--- config.mk ---
export PLATFORM = sky130hd
export DESIGN_NAME = ysyx_25040118_seq_ctrl_flat
export DESIGN_NICKNAME = d
export VERILOG_FILES = /design/src/rtl/ysyx_25040118_seq_ctrl_if.sv /design/src/rtl/ysyx_25040118_seq_ctrl.sv /design/src/flat_wrapper.sv
export SDC_FILE = /design/constraint.sdc
export NUM_CORES = 1
export LEC_CHECK = 0
export BUFFER_PORTS_ARGS = -buffer_cell sky130_fd_sc_hd__buf_2
export CORE_MARGIN = 8
export CORE_UTILIZATION = 30
export CTS_CLUSTER_SIZE = 30
export DETAILED_ROUTE_END_ITERATION = 12
export GPL_TIMING_DRIVEN = 0
export PLACE_DENSITY_LB_ADDON = 0.3
export SYNTH_ARGS = -nofsm -noshare
export SYNTH_HDL_FRONTEND = slang
export SYNTH_SLANG_ARGS = --single-unit
--- constraint.sdc ---
create_clock -name clk -period 2.8 [get_ports clk]
set_input_delay 0.28 -clock clk [delete_from_list [all_inputs] [get_ports clk]]
set_output_delay 0.28 -clock clk [all_outputs]
set_load 0.01 [all_outputs]
--- src/rtl/ysyx_25040118_seq_ctrl_if.sv ---
// ysyx_25040118_seq_ctrl_if: fetch and load/store handshake bundle.
// The sequencer takes the master side; the memory side takes the slave side.
interface ysyx_25040118_seq_ctrl_if;
    logic ifu_req;
    logic ifu_rvalid;
    logic lsu_req;
    logic lsu_wen;
    logic lsu_rvalid;

    modport master (
        output ifu_req,
        output lsu_req,
        output lsu_wen,
        input  ifu_rvalid,
        input  lsu_rvalid
    );

    modport slave (
        input  ifu_req,
        input  lsu_req,
        input  lsu_wen,
        output ifu_rvalid,
        output lsu_rvalid
    );
endinterface

--- src/rtl/ysyx_25040118_seq_ctrl.sv ---
// ysyx_25040118_seq_ctrl: multi-cycle FETCH/DECODE/MEM/WB/HALT sequencer for the NPC core.
// Define YSYX_25040118_BUS_TIMEOUT_EN to halt when a fetch or memory wait runs too long.
module ysyx_25040118_seq_ctrl #(
    parameter int TIMEOUT_CYCLES = 1024
) (
    input  logic        clk,
    input  logic        rst,
    ysyx_25040118_seq_ctrl_if.master bus,
    output logic        inst_we,
    input  logic        is_load,
    input  logic        is_store,
    input  logic        is_branch,
    input  logic        is_jal,
    input  logic        is_jalr,
    input  logic        is_system,
    input  logic        ebreak,
    output logic        pc_we,
    output logic        rf_we,
    output logic        stop,
    output logic        timeout,
    output logic [2:0]  state,
    output logic [31:0] inst_cnt
);

    localparam logic [2:0] S_FETCH  = 3'd0;
    localparam logic [2:0] S_DECODE = 3'd1;
    localparam logic [2:0] S_MEM    = 3'd2;
    localparam logic [2:0] S_WB     = 3'd3;
    localparam logic [2:0] S_HALT   = 3'd4;

    logic [2:0]  state_q;
    logic [2:0]  state_d;
    logic        wen_q;
    logic        rf_q;
    logic [31:0] cnt_q;
    logic        expire;

    // Jumps retire exactly like ALU ops, so their flags need no path of their own.
    logic unused_flags;
    assign unused_flags = is_jal ^ is_jalr;

`ifdef YSYX_25040118_BUS_TIMEOUT_EN
    localparam logic [15:0] TO_LAST = 16'(TIMEOUT_CYCLES - 1);

    logic [15:0] wait_q;
    logic        to_q;
    logic        waiting;

    assign waiting = (state_q == S_FETCH && !bus.ifu_rvalid) ||
                     (state_q == S_MEM && !bus.lsu_rvalid);

    // A response in the last allowed cycle still wins over the watchdog.
    assign expire = waiting && (wait_q == TO_LAST);

    // Wait counter restarts whenever the state changes (every entry into FETCH or MEM).
    always_ff @(posedge clk) begin
        if (rst) begin
            wait_q <= 16'd0;
        end else if (state_d != state_q) begin
            wait_q <= 16'd0;
        end else if (waiting) begin
            wait_q <= wait_q + 16'd1;
        end
    end

    // Sticky timeout flag, cleared only by reset.
    always_ff @(posedge clk) begin
        if (rst) begin
            to_q <= 1'b0;
        end else if (expire) begin
            to_q <= 1'b1;
        end
    end

    assign timeout = to_q;
`else
    // No watchdog: waits are unbounded and the flag stays low.
    logic unused_timeout_cfg;
    assign unused_timeout_cfg = ^32'(TIMEOUT_CYCLES);
    assign expire  = 1'b0;
    assign timeout = 1'b0;
`endif

    // State register.
    always_ff @(posedge clk) begin
        if (rst) begin
            state_q <= S_FETCH;
        end else begin
            state_q <= state_d;
        end
    end

    // Next-state selection; ebreak outranks every other class flag.
    always_comb begin
        state_d = state_q;
        case (state_q)
            S_FETCH: begin
                if (bus.ifu_rvalid) begin
                    state_d = S_DECODE;
                end
            end
            S_DECODE: begin
                if (ebreak) begin
                    state_d = S_HALT;
                end else if (is_load || is_store) begin
                    state_d = S_MEM;
                end else begin
                    state_d = S_WB;
                end
            end
            S_MEM: begin
                if (bus.lsu_rvalid) begin
                    state_d = S_WB;
                end
            end
            S_WB:    state_d = S_FETCH;
            S_HALT:  state_d = S_HALT;
            default: state_d = S_FETCH;
        endcase
        if (expire) begin
            state_d = S_HALT;
        end
    end

    // Class latch taken in DECODE and consumed by MEM and WB.
    always_ff @(posedge clk) begin
        if (rst) begin
            wen_q <= 1'b0;
            rf_q  <= 1'b0;
        end else if (state_q == S_DECODE) begin
            wen_q <= is_store;
            rf_q  <= !(is_store || is_branch || is_system);
        end
    end

    // Retired-instruction counter, wraps naturally at 32 bits.
    always_ff @(posedge clk) begin
        if (rst) begin
            cnt_q <= 32'd0;
        end else if (state_q == S_WB) begin
            cnt_q <= cnt_q + 32'd1;
        end
    end

    // Requests and strobes decoded straight from the current state.
    always_comb begin
        bus.ifu_req = (state_q == S_FETCH);
        bus.lsu_req = (state_q == S_MEM);
        bus.lsu_wen = (state_q == S_MEM) && wen_q;
        inst_we     = (state_q == S_FETCH) && bus.ifu_rvalid;
        pc_we       = (state_q == S_WB);
        rf_we       = (state_q == S_WB) && rf_q;
        stop        = (state_q == S_HALT);
    end

    assign state    = state_q;
    assign inst_cnt = cnt_q;

endmodule
--- src/flat_wrapper.sv ---
// flat-port wrapper written by rule: the top's interface ports become plain ports
module ysyx_25040118_seq_ctrl_flat 
#(
    parameter int TIMEOUT_CYCLES = 1024
)
  (clk, rst, inst_we, is_load, is_store, is_branch, is_jal, is_jalr, is_system, ebreak, pc_we, rf_we, stop, timeout, state, inst_cnt, bus_ifu_req, bus_lsu_req, bus_lsu_wen, bus_ifu_rvalid, bus_lsu_rvalid);
  ysyx_25040118_seq_ctrl_if bus_i ();
  input  logic clk;
  input  logic rst;
  output logic inst_we;
  input  logic is_load;
  input  logic is_store;
  input  logic is_branch;
  input  logic is_jal;
  input  logic is_jalr;
  input  logic is_system;
  input  logic ebreak;
  output logic pc_we;
  output logic rf_we;
  output logic stop;
  output logic timeout;
  output logic [2:0] state;
  output logic [31:0] inst_cnt;
  output wire logic [$bits(bus_i.ifu_req)-1:0] bus_ifu_req;
  output wire logic [$bits(bus_i.lsu_req)-1:0] bus_lsu_req;
  output wire logic [$bits(bus_i.lsu_wen)-1:0] bus_lsu_wen;
  input wire logic [$bits(bus_i.ifu_rvalid)-1:0] bus_ifu_rvalid;
  input wire logic [$bits(bus_i.lsu_rvalid)-1:0] bus_lsu_rvalid;
  assign bus_ifu_req = bus_i.ifu_req;
  assign bus_lsu_req = bus_i.lsu_req;
  assign bus_lsu_wen = bus_i.lsu_wen;
  assign bus_i.ifu_rvalid = bus_ifu_rvalid;
  assign bus_i.lsu_rvalid = bus_lsu_rvalid;
  ysyx_25040118_seq_ctrl #(.TIMEOUT_CYCLES(TIMEOUT_CYCLES)) u_core (.clk(clk), .rst(rst), .bus(bus_i), .inst_we(inst_we), .is_load(is_load), .is_store(is_store), .is_branch(is_branch), .is_jal(is_jal), .is_jalr(is_jalr), .is_system(is_system), .ebreak(ebreak), .pc_we(pc_we), .rf_we(rf_we), .stop(stop), .timeout(timeout), .state(state), .inst_cnt(inst_cnt));
endmodule
==> impl_metrics.yaml <==
cts:
  cts_tree: "done"
  clock_latency_ns: 0.29
  ctsHoldBuffers: 0
  clock_sinks: 37
  cts-root-buf: "clkbuf_8"
  clkTransAtPathRegs_ns: 0.08
  cts_buffers: 5
  cts_buffer_depth: 2
  ctsHtreeMaxLevel: 2
  cts_setup_buffers: 0
  cts_resized: 0
power:
  p_sw_uw: 245
  seqPwrFrac_pct: 53.4
  fin_total_pwr_mw: 1.01
  pwr-share-comb_pct: 7.9
  power.density_nw_per_um2: 450
  switching_share_pct: 24.3
  leakagePower_nw: 0.909
  p_int_uw: 761
  vdd_drop_max_mv: 0.177
  pwr-share-clk_pct: 38.7
logic_synthesis:
  syn_inst: 212
  ys_types: 33
  synth-seq-cells: 37
  ys.warnings.count: 0
  async_flop_share_pct: 0
  avgSynthCellArea_sq_um: 8.53
  yosysSeqAreaShare_pct: 41.0
  synthesis.area_sq_um: 1810
  synth_top_area_share_pct: 41.0
  yosys_most_used_dff: "dfxtp_1"
  syn_nets: 224
  synth_top_cell_by_area: "dfxtp_1"
  synth_edf_count: 0
  ys_top_cells_by_area: "dfxtp_1, a21oi_1, o31ai_1"
timing:
  slew_violations: 0
  fin_setup_tns_ns: 0
  rsz0062_at_grt: "no"
  max_slew_margin_pct: 62.9
  finalHoldViolations: 0
  finalSetupViolCount: 0
  setup_slack_ns: 0.400
  min_period_ns: 2.40
  fmax_mhz: 417
  period_share_pct: 85.7
  fin_worst_skew_ns: 0.00710
  tightest_slew_ns: 0.557
final_layout:
  final_cell_mix: "buf_2, dfxtp_1, a21oi_1, nor2_1"
  syn_to_final_growth_pct: 23.8
  fin_area_sq_um: 2240
  final_layout_size_suffix_gt1_share_pct: 24.5
  final_core_util_pct: 38.0
  nNetsFinal: 281
  final_common_cell: "buf_2"
  fill_cells: 635
  diodes: 0
route:
  drtIter0Drc: 94
  vias: 1735
  wire_per_inst_um: 14.2
  routed_wl_mm: 4.89
  drc: 0
  ant_nets: 0
  via_per_inst: 5.04
  firstDrtPassIters: 4
placed_design:
  hpwlAfterDp_mm: 3.54
  portBuffers: 50
  dpl_worst_slack_ns: 0.392
  gp_congestion: 0.709
  post_dp_cell_area_sq_um: 2150
floorplan:
  dieWidth_um: 93.6
  pin_count: 54
  dieHeight_um: 93.6
  rows: 28
  die-area_sq_um: 8770
  initial_utilization_pct: 30.7
  core_sq_um: 5890
worst_hold_path:
  worst_hold_path.num_cells: 3
  worst_hold_startpoint: "is_store"
  hp-class: "primary input to flop"
  hold_end: "u_core.wen_q"
worst_setup_path:
  crit_chain: "ha_1 > nand3_1 > or4b_1 > buf_2 > clkbuf_1 > o31ai_1 > a21oi_1"
  max_stage_delay_ns: 0.53
  end_kind: "flop"
  slowest_stage: "or4b_1"
  critical_path_class: "flop to flop"
  r2r_slack_ns: 0.40
  r2r_start: "u_core.inst_cnt[0]"
  worst_ep_required_time_ns: 2.96
  crit_arrival_ns: 2.56
  reg2reg_depth: 7
  start_kind: "flop"
  critPathMaxFanout: 10
  r2r_end: "u_core.inst_cnt[30]"
grt:
  grt_pass1_vias: 1654
  overflow: 0
  antenna_found_initial: 0
  grt_first_pass_wirelength_mm: 8.11
  grt_usage_pct: 11.4
  grt_max_degree: 11
outcome:
  status: "complete, no violations"
flow_run:
  maxCapViolCount: 0
[power by group through the flow]
stage	clock (mW)	sequential [mW]	combinational (mW)
after floorplan	0	0.551	0.0483
after global placement	0	0.550	0.0806
after detailed placement	0	0.550	0.0804
after CTS	0.399	0.537	0.0809
after global routing	0.418	0.539	0.0891
final	0.390	0.537	0.0793
[Yosys cell counts, types with 4 or more instances]
library cell,instances
dfxtp_1,37
a21oi_1,19
nor2_1,19
nand2_1,12
nand3_1,12
o31ai_1,11
or4_1,11
clkbuf_1,8
and4_1,6
inv_1,6
nand4_1,6
nor4_1,6
mux2_2,5
nor2b_1,5
nor3_1,5
o21ai_0,5
or3_1,5
xnor2_1,5
xor2_1,5
and2_1,4
[layer usage]
layer  global-route usage (%)  up-vias  part of all wire (%)  wire, um
li1                         -      893                     -         -
met1                     14.3      781                    48      2370
met2                     17.3       59                    42      2080
met3                     4.81        2                   8.6       423
met4                     3.57        0                  0.51        25
met5                        0        -                     0         0
[how the worst max path moves through the flow]
stage	start	to	slack, ns	depth (start not counted)
finish	u_core.inst_cnt[0]	u_core.inst_cnt[30]	0.40	7
global route	u_core.inst_cnt[0]	u_core.inst_cnt[30]	0.20	7
CTS	u_core.inst_cnt[0]	u_core.inst_cnt[30]	0.39	7
detailed placement	u_core.inst_cnt[0]	u_core.inst_cnt[30]	0.39	7
global placement	u_core.inst_cnt[0]	u_core.inst_cnt[26]	0.43	7
floorplan	u_core.inst_cnt[0]	u_core.inst_cnt[22]	0.74	6
[metrics by stage]
step	cells	hold WS, ns
after floorplan	212	0.421
after global placement	337	0.467
after detailed placement	337	0.483
after CTS	344	0.261
after global routing	344	0.277
final	344	0.267
[worst max-delay path, delay by kind of cell, from the launching register on]
family	cells	cell delay, ns
AO/OA/AOI/OAI	2	0.45
buffers and inverters	2	0.49
flip-flops	1	0.41
AND/OR/NAND/NOR	2	0.72
adder cells (fa/ha/maj)	1	0.20
[flip-flops by register name, summed over array words and instances, names as in the netlist]
name	flops
u_core.inst_cnt	32
u_core.state	3
u_core.rf_q	1
u_core.wen_q	1
[cells by family (layout without fill, tap and decap cells)]
logic type               count (synthesis)  after routing  share of synthesized area [%]
other                                    1              1                          0.207
adder cells (fa/ha/maj)                  1              1                          0.692
XOR/XNOR                                10             10                           4.84
AO/OA/AOI/OAI                           37             37                           12.2
multiplexers                             7              7                           4.22
flip-flops                              37             37                           41.0
AND/OR/NAND/NOR                        101            101                           32.5
buffers and inverters                   18             75                           4.43
[layout make-up]
cell class / count / area, sq um / share of cell area [%]
inverter: 6 / 22.5 / 1.01
buffer: 12 / 57.6 / 2.57
tap: 75 / 93.8 / 4.19
clock buffer: 7 / 86.3 / 3.86
sequential: 37 / 741 / 33.1
timing repair buffer: 50 / 250 / 11.2
multi-input combinational: 157 / 987 / 44.1
No activity file was read; power rests on OpenSTA's default activity.
